**src/rtl/keypad_scanner.sv**
```systemverilog
// keypad_scanner: 4x4 active-low keypad column scanner with per-sweep debounce.
// Emits a one-cycle key_valid per accepted press and holds key_held until release.
module keypad_scanner #(
  parameter int SCAN_DIV       = 131072,
  parameter int DEBOUNCE_SCANS = 4
) (
  input  logic       clk,
  input  logic       rst_n,
  input  logic [3:0] row,
  output logic [3:0] col,
  output logic [4:0] key_code,
  output logic       key_valid,
  output logic       key_held
);
  localparam int DW = $clog2(SCAN_DIV);
  // Entry index is row*4+col, entry 0 in the least significant 5 bits
  localparam logic [79:0] KMAP = {5'hD, 5'hE, 5'hF, 5'h0,
                                  5'hC, 5'h9, 5'h8, 5'h7,
                                  5'hB, 5'h6, 5'h5, 5'h4,
                                  5'hA, 5'h3, 5'h2, 5'h1};
  typedef enum logic [1:0] {IDLE, DEBOUNCE, HELD, RELEASE} state_t;
  state_t state_q, state_d;
  logic [3:0] sync1_q, sync2_q;
  logic [DW-1:0] div_q;
  logic [1:0] idx_q, acc_n_q, col_n, prior_n, sum_n;
  logic [2:0] tot_n;
  logic [4:0] acc_code_q, col_code, sum_code, cand_q, cand_d, key_code_q, key_code_d;
  logic [3:0] cnt_q, cnt_d;
  logic valid_q, valid_d, tc, sweep_end, one, same_cand, same_key;
  assign tc        = div_q == DW'(SCAN_DIV - 1);
  assign sweep_end = tc && idx_q == 2'd3;
  assign col       = ~(4'b0001 << idx_q);
  assign key_code  = key_code_q;
  assign key_valid = valid_q;
  assign key_held  = state_q == HELD || state_q == RELEASE;
  // Hit count saturates at 2 so any multi-key sweep reads as MULTI
  always_comb begin
    col_n = 2'd0;
    col_code = 5'h00;
    for (int r = 0; r < 4; r++) begin
      if (!sync2_q[r]) begin
        col_n = (col_n == 2'd2) ? 2'd2 : col_n + 2'd1;
        col_code = KMAP[5*(4*r+int'(idx_q)) +: 5];
      end
    end
    prior_n = (idx_q == 2'd0) ? 2'd0 : acc_n_q;
    tot_n = {1'b0, prior_n} + {1'b0, col_n};
    sum_n = (tot_n >= 3'd2) ? 2'd2 : tot_n[1:0];
    sum_code = (col_n != 2'd0) ? col_code : acc_code_q;
  end
  assign one       = sum_n == 2'd1;
  assign same_cand = one && sum_code == cand_q;
  assign same_key  = one && sum_code == key_code_q;
  always_comb begin
    state_d = state_q;
    cnt_d = cnt_q;
    cand_d = cand_q;
    key_code_d = key_code_q;
    valid_d = 1'b0;
    if (sweep_end) begin
      case (state_q)
        IDLE: if (one) begin
          state_d = DEBOUNCE;
          cand_d = sum_code;
          cnt_d = 4'd1;
        end
        DEBOUNCE: if (same_cand) begin
          cnt_d = cnt_q + 4'd1;
          if (cnt_d == 4'(DEBOUNCE_SCANS)) begin
            state_d = HELD;
            key_code_d = cand_q;
            valid_d = 1'b1;
            cnt_d = 4'd0;
          end
        end else begin
          state_d = IDLE;
          cnt_d = 4'd0;
        end
        HELD: if (!same_key) begin
          state_d = RELEASE;
          cnt_d = 4'd1;
        end
        default: if (same_key) begin
          state_d = HELD;
          cnt_d = 4'd0;
        end else begin
          cnt_d = cnt_q + 4'd1;
          if (cnt_d == 4'(DEBOUNCE_SCANS)) begin
            state_d = IDLE;
            cnt_d = 4'd0;
          end
        end
      endcase
    end
  end
  always_ff @(posedge clk or negedge rst_n) begin
    if (!rst_n) begin
      sync1_q <= 4'hF;
      sync2_q <= 4'hF;
      div_q <= '0;
      idx_q <= 2'd0;
      acc_n_q <= 2'd0;
      acc_code_q <= 5'h00;
      state_q <= IDLE;
      cnt_q <= 4'd0;
      cand_q <= 5'h00;
      key_code_q <= 5'h00;
      valid_q <= 1'b0;
    end else begin
      sync1_q <= row;
      sync2_q <= sync1_q;
      div_q <= tc ? '0 : div_q + DW'(1);
      if (tc) begin
        idx_q <= idx_q + 2'd1;
        acc_n_q <= sum_n;
        acc_code_q <= sum_code;
      end
      state_q <= state_d;
      cnt_q <= cnt_d;
      cand_q <= cand_d;
      key_code_q <= key_code_d;
      valid_q <= valid_d;
    end
  end
endmodule

```
**config.mk**
```make
export PLATFORM = sky130hd
export DESIGN_NAME = keypad_scanner
export DESIGN_NICKNAME = d
export VERILOG_FILES = /design/src/rtl/keypad_scanner.sv
export SDC_FILE = /design/constraint.sdc
export NUM_CORES = 1
export LEC_CHECK = 0
export CAP_MARGIN = 0
export CELL_PAD_IN_SITES_DETAIL_PLACEMENT = 0
export CELL_PAD_IN_SITES_GLOBAL_PLACEMENT = 1
export CORE_ASPECT_RATIO = 1.4
export CORE_MARGIN = 4
export CORE_UTILIZATION = 44
export CTS_CLUSTER_DIAMETER = 60
export CTS_CLUSTER_SIZE = 8
export DETAILED_ROUTE_END_ITERATION = 10
export PLACE_DENSITY = 0.74
export SETUP_SLACK_MARGIN = 0.05
export SYNTH_ARGS = -nofsm -noshare
export SYNTH_HDL_FRONTEND = slang
export SYNTH_SLANG_ARGS = --single-unit
```
**constraint.sdc**
```tcl
create_clock -name clk -period 4.93 [get_ports clk]
set_input_delay 0.493 -clock clk [delete_from_list [all_inputs] [get_ports clk]]
set_output_delay 0.493 -clock clk [all_outputs]
set_load 0.02 [all_outputs]
```
==> results.sh, run 1 <==
export IMPL_skew_ps=7.403
export IMPL_synth_ff_type="dfrtp_1"
export IMPL_power_leakage_nw=1.476
export IMPL_cts_root_buf="clkbuf_8"
export IMPL_cp_start_kind="flip-flop"
export IMPL_overflow=0
export IMPL_setup_violations=0
export IMPL_netlist_top_cells_area="dfrtp_1 37%, dfstp_2 7.2%, ha_1 6.4%"
export IMPL_tightestPinTransition_ps=645.8
export IMPL_yosysUniqueCellTypes=58
export IMPL_synth_seq_cells=51
export IMPL_syn_to_final_growth_pct=9.650
export IMPL_place_gp_congestion=0.7795
export IMPL_synth_top_cell_by_area="dfrtp_1"
export IMPL_multi_input_area_sq_um=1508
export IMPL_slew_headroom_pct=56.95
export IMPL_clk_latency_ps=300
export IMPL_post_drt_wl_per_cell_microns=15.31
export IMPL_grt_max_degree=52
export IMPL_cts_resized=0
export IMPL_routed_wl_microns=5971
export IMPL_setup_tns_ps=0
export IMPL_arrival_ps=4460
export IMPL_min_period_ps=4269
export IMPL_dpl_instance_area_sq_um=3129
export IMPL_grt_setup_unrepaired="false"
export IMPL_syn_instance_count=303
export IMPL_ant_nets=0
export IMPL_reg2reg_slack_ps=660
export IMPL_min_period_over_period_pct=86.60
export IMPL_clk_pin_slew_ps=100
export IMPL_die_area_sq_um=8048
export IMPL_ys_warn_count=0
export IMPL_setup_ws_ps=660.7
export IMPL_pre_cts_slack_ps=672.4
export IMPL_drive_above_1_share_pct=11.32
export IMPL_critPathRequiredTime_ps=5120
export IMPL_fp_row_count=34
export IMPL_status="complete, no violations"
export IMPL_port_buffers=16
export IMPL_firstDrtPassIters=4
export IMPL_synth_top_area_share_pct=36.72
export IMPL_cts_setup_buffers=0
export IMPL_cts_buffer_depth=2
export IMPL_crit_fanout=13
export IMPL_yosysSeqAreaShare_pct=43.89
export IMPL_critPathKind="flip-flop to flip-flop"
export IMPL_grt_usage_pct=15.70
export IMPL_die_width_microns=76.97
export IMPL_hpwl_microns=4290
export IMPL_design_area_sq_um=3213
export IMPL_syn_cell_area_sq_um=2930
export IMPL_synth_most_common_cell="dfrtp_1"
export IMPL_coreArea_sq_um=6339
export IMPL_die_h_microns=104.6
export IMPL_min_path_type="primary input to async pin"
export IMPL_max_freq_ghz=0.2342
export IMPL_maxCapViolCount=0
export IMPL_antenna_cells=0
export IMPL_ir_drop_mv=0.1411
export IMPL_n_fill_cell=571
export IMPL_cts_tree="done"
export IMPL_start_util_pct=46.23
export IMPL_slew_violations=0
export IMPL_cts_made_buffers=5
export IMPL_vias_per_cell=5.551
export IMPL_layout_nets=339
export IMPL_synth_commonest_cells="43 x dfrtp_1, 36 x nor2_1, 22 x nand2_1, 17 x xor2_1"
export IMPL_seqCellArea_sq_um=1286
export IMPL_synthArstFlopShare_pct=100.0
export IMPL_remaining_drc_errors=0
export IMPL_synth_edf_count=0
export IMPL_vias=2165
export IMPL_cts_hold_buf=0
export IMPL_syn_area_per_cell_sq_um=9.671
export IMPL_powerDensity_nw_per_um2=230.2
export IMPL_hold_viol=0
export IMPL_grt_pass1_vias=2160
export IMPL_htreeDepth=2
export IMPL_drt_iter0_drc=124
export IMPL_antenna_found_initial=0
export IMPL_cp_end_kind="flip-flop"
export IMPL_io_pins=17
export IMPL_grt_pass1_wl_microns=10340
export IMPL_clock_sinks=51
export IMPL_synth_nets=325
==> sequential cells by signal (all words and copies together) (netlist names) <==
signal,cells
cand_q,5
key_code,5
key_valid,1
idx_q,2
cnt_q,4
acc_code_q,5
state_q,2
sync2_q,4
sync1_q,4
acc_n_q,2
div_q,17
==> through the flow <==
step | util (%) | hold WS (ps) | total power [W] | instances
6_report | 50.69 | 307.0 | 0.0007396 | 390
3_3_place_gp | 49.37 | 346.1 | 0.0005104 | 382
2_1_floorplan | - | 197.4 | 0.0004911 | 303
4_1_cts | 50.69 | 317.3 | 0.0007512 | 390
5_1_grt | 50.69 | 354.0 | 0.0007744 | 390
3_5_place_dp | 49.37 | 347.5 | 0.0005111 | 382
==> critical path, stage by stage (launching register included) <==
cell      delay, ps
dfstp_2         620
inv_1            90
ha_1            330
nor4b_1          60
a31oi_1         140
o21a_1          340
inv_2           190
ha_1            250
fa_1            430
nor2_1          180
and2_1          180
nand3_1         100
o21bai_1        170
a2111o_1        430
nor3_4          260
mux2_2          380
==> placed cells by master, fill, tap and decap left out, types with 2 or more instances in the layout <==
master	instances
a21o_1	4
o211ai_1	2
a31oi_1	2
dfstp_2	8
xor2_1	17
a221oi_1	2
nor3_1	4
o21ai_0	8
nor2b_1	8
ha_1	15
clkdlybuf4s50_1	15
inv_1	15
inv_2	3
and2_1	5
and3_1	5
nand4_1	4
a211oi_1	4
dfrtp_1	43
nand2_1	22
o22ai_1	4
nand3_1	13
mux2_2	10
nand2b_1	5
o21a_1	2
o21bai_1	2
clkbuf_8	5
a21oi_1	10
and4_1	3
buf_4	3
nor2_1	36
nor4_1	6
xnor2_1	4
clkinv_2	3
==> final timing paths <==
path | endpoint | depth (start not counted) | from
worst min register to register | sync2_q[2]$_DFF_PN1_ | 0 | sync1_q[2]$_DFF_PN1_
worst max register to register | key_code[3]$_DFFE_PN0P_ | 15 | sync2_q[1]$_DFF_PN1_
worst min-delay path | cnt_q[1]$_DFFE_PN0P_ | 2 | rst_n
min in group clk | sync2_q[2]$_DFF_PN1_ | 0 | sync1_q[2]$_DFF_PN1_
worst max-delay path | key_code[3]$_DFFE_PN0P_ | 15 | sync2_q[1]$_DFF_PN1_
max in group asynchronous | acc_code_q[3]$_DFFE_PN0N_ | 2 | rst_n
==> power by group <==
| group | switching [W] | leakage [nW] | total [W] | internal, W |
|---|---|---|---|---|
| registers | 0.00000484 | 0.671 | 0.000429 | 0.000424 |
| logic | 0.0000481 | 0.758 | 0.0000736 | 0.0000255 |
| clock network | 0.000139 | 0.0477 | 0.000237 | 0.0000976 |
==> final cells by class <==
cell class              instances  share of cell area [%]
inverters                      18                   2.103
multi-input cells             222                   46.92
well taps                      72                   2.804
clock inverters                 3                  0.4673
clock buffers                   5                   2.142
repair buffers                 19                   5.530
flip-flops and latches         51                   40.03
==> logic make-up after synthesis <==
family,synth area share [%]
adders and majority gates,7.088
DFF,43.89
AOI/OAI and AO/OA,13.32
and+or+nand+nor,20.58
xor gates and xnor gates,6.276
buffers and inverters,4.654
muxes,4.185
==> routing by layer <==
layer | up-vias | part of all wire (%) | GRT usage (%) | wire, microns
met5 | - | 0 | 0 | 0
met4 | 0 | 2.2 | 5.598 | 132
met3 | 10 | 2.4 | 2.410 | 146
met2 | 40 | 50 | 26.81 | 2976
met1 | 1029 | 45 | 20.14 | 2715
li1 | 1086 | - | - | -
No activity file was read; power rests on OpenSTA's default activity.
==> inputs of run 2 (changes only) <==
GPL_ROUTABILITY_DRIVEN = 0   (was unset)
PLACE_DENSITY = 0.78   (was 0.74)
SLEW_MARGIN = 20   (was unset)
==> results.sh, run 2 (synthesis gave the netlist of run 1 again) <==
export IMPL_seqCellArea_sq_um=1286
export IMPL_cts_made_buffers=5
export IMPL_drive_above_1_share_pct=11.01
export IMPL_cts_tree="done"
export IMPL_slew_headroom_pct=54.98
export IMPL_fin_hold_ws_ps=269.7
export IMPL_cts_root_buf="clkbuf_8"
export IMPL_clk_pin_slew_ps=100
export IMPL_ant_nets=0
export IMPL_min_period_ps=4276
export IMPL_dpl_instance_area_sq_um=3129
export IMPL_grt_pass1_vias=2074
export IMPL_remaining_drc_errors=0
export IMPL_cts_resized=0
export IMPL_setup_violations=0
export IMPL_start_util_pct=46.23
export IMPL_hpwl_microns=4373
export IMPL_coreArea_sq_um=6339
export IMPL_clock_sinks=51
export IMPL_clk_latency_ps=310
export IMPL_arrival_ps=4480
export IMPL_min_path_type="primary input to async pin"
export IMPL_antenna_found_initial=0
export IMPL_slew_violations=0
export IMPL_cts_buffer_depth=2
export IMPL_overflow=0
export IMPL_hold_viol=0
export IMPL_antenna_cells=0
export IMPL_setup_tns_ps=0
export IMPL_crit_fanout=13
export IMPL_grt_setup_unrepaired="false"
export IMPL_regMostFlops="div_q"
export IMPL_powerDensity_nw_per_um2=246.3
export IMPL_port_buffers=16
export IMPL_skew_ps=8.547
export IMPL_grt_usage_pct=15.76
export IMPL_cp_end_kind="flip-flop"
export IMPL_grt_pass1_wl_microns=10250
export IMPL_cts_setup_buffers=0
export IMPL_final_common_cell="dfrtp_1"
export IMPL_vias_per_cell=5.636
export IMPL_multi_input_area_sq_um=1508
export IMPL_power_leakage_nw=1.480
export IMPL_firstDrtPassIters=4
export IMPL_fp_row_count=34
export IMPL_cp_start_kind="flip-flop"
export IMPL_design_area_sq_um=3239
export IMPL_vias=2198
export IMPL_largest_reg_flops=17
export IMPL_maxCapViolCount=0
export IMPL_grt_max_degree=52
export IMPL_post_drt_wl_per_cell_microns=15.57
export IMPL_status="complete, no violations"
export IMPL_die_area_sq_um=8048
export IMPL_layout_nets=339
export IMPL_io_pins=17
export IMPL_critPathKind="flip-flop to flip-flop"
export IMPL_htreeDepth=2
export IMPL_drt_iter0_drc=165
export IMPL_max_freq_ghz=0.2339
export IMPL_min_period_over_period_pct=86.73
export IMPL_tightestPinTransition_ps=673.6
export IMPL_routed_wl_microns=6071
export IMPL_syn_to_final_growth_pct=10.55
export IMPL_die_width_microns=76.97
export IMPL_die_h_microns=104.6
export IMPL_n_fill_cell=597
export IMPL_ir_drop_mv=0.1779
export IMPL_final_cell_mix="43 x dfrtp_1, 36 x nor2_1, 22 x nand2_1"
export IMPL_critPathRequiredTime_ps=5130
export IMPL_cts_hold_buf=0
[run 2: worst max-delay path: stages, from the launching register on]
cell	delay (ps)
dfstp_2	620
inv_1	90
ha_1	340
nor4b_1	70
a31oi_1	140
o21a_1	350
inv_2	190
ha_1	260
fa_1	440
nor2_1	170
and2_1	170
nand3_1	90
o21bai_1	170
a2111o_1	440
nor3_4	260
mux2_2	370
[run 2: cell type report]
cell class / count / share of cell area, %
repair buffers: 19 / 5.485
inverters: 18 / 2.086
multi-input cells: 222 / 46.54
clock inverters: 2 / 1.159
clock buffers: 6 / 2.240
well taps: 72 / 2.781
flip-flops and latches: 51 / 39.71
[run 2: final timing paths]
kind                       slack [ps]                  from  cells past startpoint                         to
max in group asynchronous        4210                 rst_n                      2       idx_q[0]$_DFFE_PN0N_
setup / recovery                  650  sync2_q[1]$_DFF_PN1_                     15    key_code[3]$_DFFE_PN0P_
hold / removal                    270                 rst_n                      2  acc_code_q[0]$_DFFE_PN0N_
min in group clk                  360  sync1_q[1]$_DFF_PN1_                      0       sync2_q[1]$_DFF_PN1_
setup reg to reg                  650  sync2_q[1]$_DFF_PN1_                     15    key_code[3]$_DFFE_PN0P_
hold reg to reg                   360  sync1_q[1]$_DFF_PN1_                      0       sync2_q[1]$_DFF_PN1_
[run 2: metrics by stage]
stage / worst slack, ps / util [%] / total power [W] / std cells
floorplan: 1029 / - / 0.0004911 / 303
detailed placement: 668.5 / 49.37 / 0.0005112 / 382
CTS: 658.8 / 51.11 / 0.0008087 / 390
global route: 345.1 / 51.11 / 0.0008347 / 390
finish: 654.4 / 51.11 / 0.0007980 / 390
global placement: 783.4 / 49.37 / 0.0005098 / 382
[run 2: layer usage]
layer,up-vias,global-route usage [%],part of all wire (%)
met3,11,2.410,2.3
met4,0,7.379,3.3
met5,-,0,0
met1,1066,20.24,44
met2,33,26.06,50
li1,1088,-,-
[run 2: report_power, final]
part           switching, W  leakage [nW]  total (W)  internal, W
Clock              0.000143        0.0514   0.000295     0.000152
Combinational     0.0000483         0.758  0.0000738    0.0000255
Sequential       0.00000483         0.671   0.000429     0.000424
Total              0.000197          1.48   0.000798     0.000601
==> inputs of run 3 (changes only) <==
--- a/config.mk
+++ b/config.mk
@@ -6,15 +6,15 @@
 export NUM_CORES = 1
 export LEC_CHECK = 0
-export CAP_MARGIN = 0
-export CELL_PAD_IN_SITES_DETAIL_PLACEMENT = 0
-export CELL_PAD_IN_SITES_GLOBAL_PLACEMENT = 1
+export CAP_MARGIN = 25
+export CELL_PAD_IN_SITES_DETAIL_PLACEMENT = 2
+export CELL_PAD_IN_SITES_GLOBAL_PLACEMENT = 2
 export CORE_ASPECT_RATIO = 1.4
 export CORE_MARGIN = 4
-export CORE_UTILIZATION = 44
+export CORE_UTILIZATION = 38
 export CTS_CLUSTER_DIAMETER = 60
 export CTS_CLUSTER_SIZE = 8
 export DETAILED_ROUTE_END_ITERATION = 10
 export GPL_ROUTABILITY_DRIVEN = 0
-export PLACE_DENSITY = 0.78
+export PLACE_DENSITY = 0.81
 export SETUP_SLACK_MARGIN = 0.05
 export SLEW_MARGIN = 20
==> constraint.sdc (replaced) <==
create_clock -name clk -period 4.93 [get_ports clk]
set_input_delay 0.986 -clock clk [delete_from_list [all_inputs] [get_ports clk]]
set_output_delay 0.986 -clock clk [all_outputs]
set_load 0.02 [all_outputs]
==> results.sh, run 3 (synthesis gave the netlist of run 1 again) <==
export IMPL_cts_tree="done"
export IMPL_cp_end_kind="flip-flop"
export IMPL_grt_max_degree=52
export IMPL_cts_root_buf="clkbuf_8"
export IMPL_critPathKind="flip-flop to flip-flop"
export IMPL_seqCellArea_sq_um=1286
export IMPL_fp_row_count=37
export IMPL_largest_reg_flops=17
export IMPL_ant_nets=0
export IMPL_clock_sinks=51
export IMPL_design_area_sq_um=3293
export IMPL_min_period_ps=4493
export IMPL_reg2reg_slack_ps=440
export IMPL_layout_nets=339
export IMPL_grt_usage_pct=19.39
export IMPL_port_buffers=16
export IMPL_cpPeakStageDelay_ps=640
export IMPL_cts_resized=0
export IMPL_grt_setup_unrepaired="false"
export IMPL_htreeDepth=2
export IMPL_cts_made_buffers=5
export IMPL_syn_to_final_growth_pct=12.38
export IMPL_drive_above_1_share_pct=11.01
export IMPL_routed_wl_microns=7953
export IMPL_grt_pass1_wl_microns=13620
export IMPL_multi_input_area_sq_um=1508
export IMPL_vias_per_cell=5.564
export IMPL_path_cells="inv_1, ha_1, nor4b_1, a31oi_1, o21a_1, inv_2, ha_1, fa_1, nor2_1, and2_1, nand3_1, o21bai_1, a2111o_1, nor3_4, mux2_2"
export IMPL_utilization_pct=44.18
export IMPL_finalPower_w=0.0008570
export IMPL_max_freq_ghz=0.2226
export IMPL_ir_drop_mv=0.1215
export IMPL_hpwl_microns=5618
export IMPL_coreArea_sq_um=7453
export IMPL_min_path_type="flip-flop to flip-flop"
export IMPL_clk_pin_slew_ps=100
export IMPL_arrival_ps=4690
export IMPL_grt_pass1_vias=2617
export IMPL_regMostFlops="div_q"
export IMPL_start_util_pct=39.32
export IMPL_overflow=0
export IMPL_status="complete, no violations"
export IMPL_reg2regPathDepth=15
export IMPL_antenna_found_initial=0
export IMPL_cp_num_buf_inv=2
export IMPL_cts_buffer_depth=2
export IMPL_n_fill_cell=829
export IMPL_cts_hold_buf=0
export IMPL_post_drt_wl_per_cell_microns=19.16
export IMPL_die_h_microns=111.9
export IMPL_holdPathEnd="sync2_q[1]$_DFF_PN1_"
export IMPL_holdPathStages=0
export IMPL_maxCapViolCount=0
export IMPL_skew_ps=7.301
export IMPL_path_delay_family="compound AO/OA/AOI/OAI gates"
export IMPL_critPathRequiredTime_ps=5130
export IMPL_crit_top_cell="ha_1"
export IMPL_power_leakage_nw=1.494
export IMPL_cpMaxStageDelayCell="dfstp_2"
export IMPL_firstDrtPassIters=4
export IMPL_min_period_over_period_pct=91.14
export IMPL_reg2reg_from="sync2_q[1]$_DFF_PN1_"
export IMPL_antenna_cells=0
export IMPL_hp_start="sync1_q[1]$_DFF_PN1_"
export IMPL_drt_iter0_drc=72
export IMPL_powerDensity_nw_per_um2=260.2
export IMPL_crit_fanout=13
export IMPL_setup_violations=0
export IMPL_vias=2309
export IMPL_die_area_sq_um=9200
export IMPL_remaining_drc_errors=0
export IMPL_clk_latency_ps=320
export IMPL_slew_headroom_pct=53.60
export IMPL_tightestPinTransition_ps=694.2
export IMPL_setup_tns_ps=0
export IMPL_dpl_instance_area_sq_um=3161
export IMPL_final_common_cell="dfrtp_1"
export IMPL_slew_violations=0
export IMPL_cts_setup_buffers=0
export IMPL_timing_rr_end="key_code[2]$_DFFE_PN0P_"
export IMPL_final_cell_mix="43 x dfrtp_1, 36 x nor2_1, 22 x nand2_1"
export IMPL_die_width_microns=82.22
export IMPL_hold_viol=0
export IMPL_cp_start_kind="flip-flop"
export IMPL_io_pins=17
==> run 3: cell types whose count changed in the layout (fill, tap and decap cells not counted), sizes merged <==
cell,previous run,this run
clkinvlp,1,0
bufinv,1,2
==> run 3: worst max-delay path by stage <==
stage	slack, ps	cells after the start	endpoint	start
after floorplan	1030	17	key_code[0]$_DFFE_PN0P_	sync2_q[1]$_DFF_PN1_
after global placement	730	15	key_code[2]$_DFFE_PN0P_	sync2_q[1]$_DFF_PN1_
after detailed placement	570	15	key_code[3]$_DFFE_PN0P_	sync2_q[1]$_DFF_PN1_
after CTS	410	15	key_code[2]$_DFFE_PN0P_	sync2_q[1]$_DFF_PN1_
after global routing	130	15	key_code[2]$_DFFE_PN0P_	sync2_q[1]$_DFF_PN1_
final	440	15	key_code[2]$_DFFE_PN0P_	sync2_q[1]$_DFF_PN1_
==> run 3: through the flow <==
| stage | worst slack [ps] | hold WS (ps) | cells |
|---|---|---|---|
| floorplan | 1029 | 345.2 | 303 |
| global placement | 732.6 | 346.1 | 407 |
| detailed placement | 570.4 | 347.8 | 407 |
| CTS | 411.6 | 363.2 | 415 |
| global route | 128.8 | 369.4 | 415 |
| finish | 437.0 | 361.6 | 415 |
==> run 3: area by class of cell <==
cell class,count,area share [%]
Inverter,18,2.052
Clock inverter,2,1.824
Clock buffer,6,2.204
Sequential cell,51,39.06
Multi-Input combinational cell,222,45.78
Timing Repair Buffer,19,5.395
Tap cell,97,3.685
==> run 3: metal layers <==
metal | GRT usage [%] | part of all wire [%] | vias up | routed length, microns
met5 | 0 | 0 | - | 0
met4 | 6.541 | 2.1 | 0 | 168
met3 | 3.236 | 1.7 | 9 | 135
met2 | 35.06 | 56 | 15 | 4458
met1 | 22.24 | 40 | 1203 | 3190
li1 | - | - | 1082 | -
==> run 3: where the power goes <==
group / internal [W] / total, W / switching [W]
clock network: 0.000203 / 0.000350 / 0.000147
logic: 0.0000256 / 0.0000780 / 0.0000525
registers: 0.000424 / 0.000429 / 0.00000512
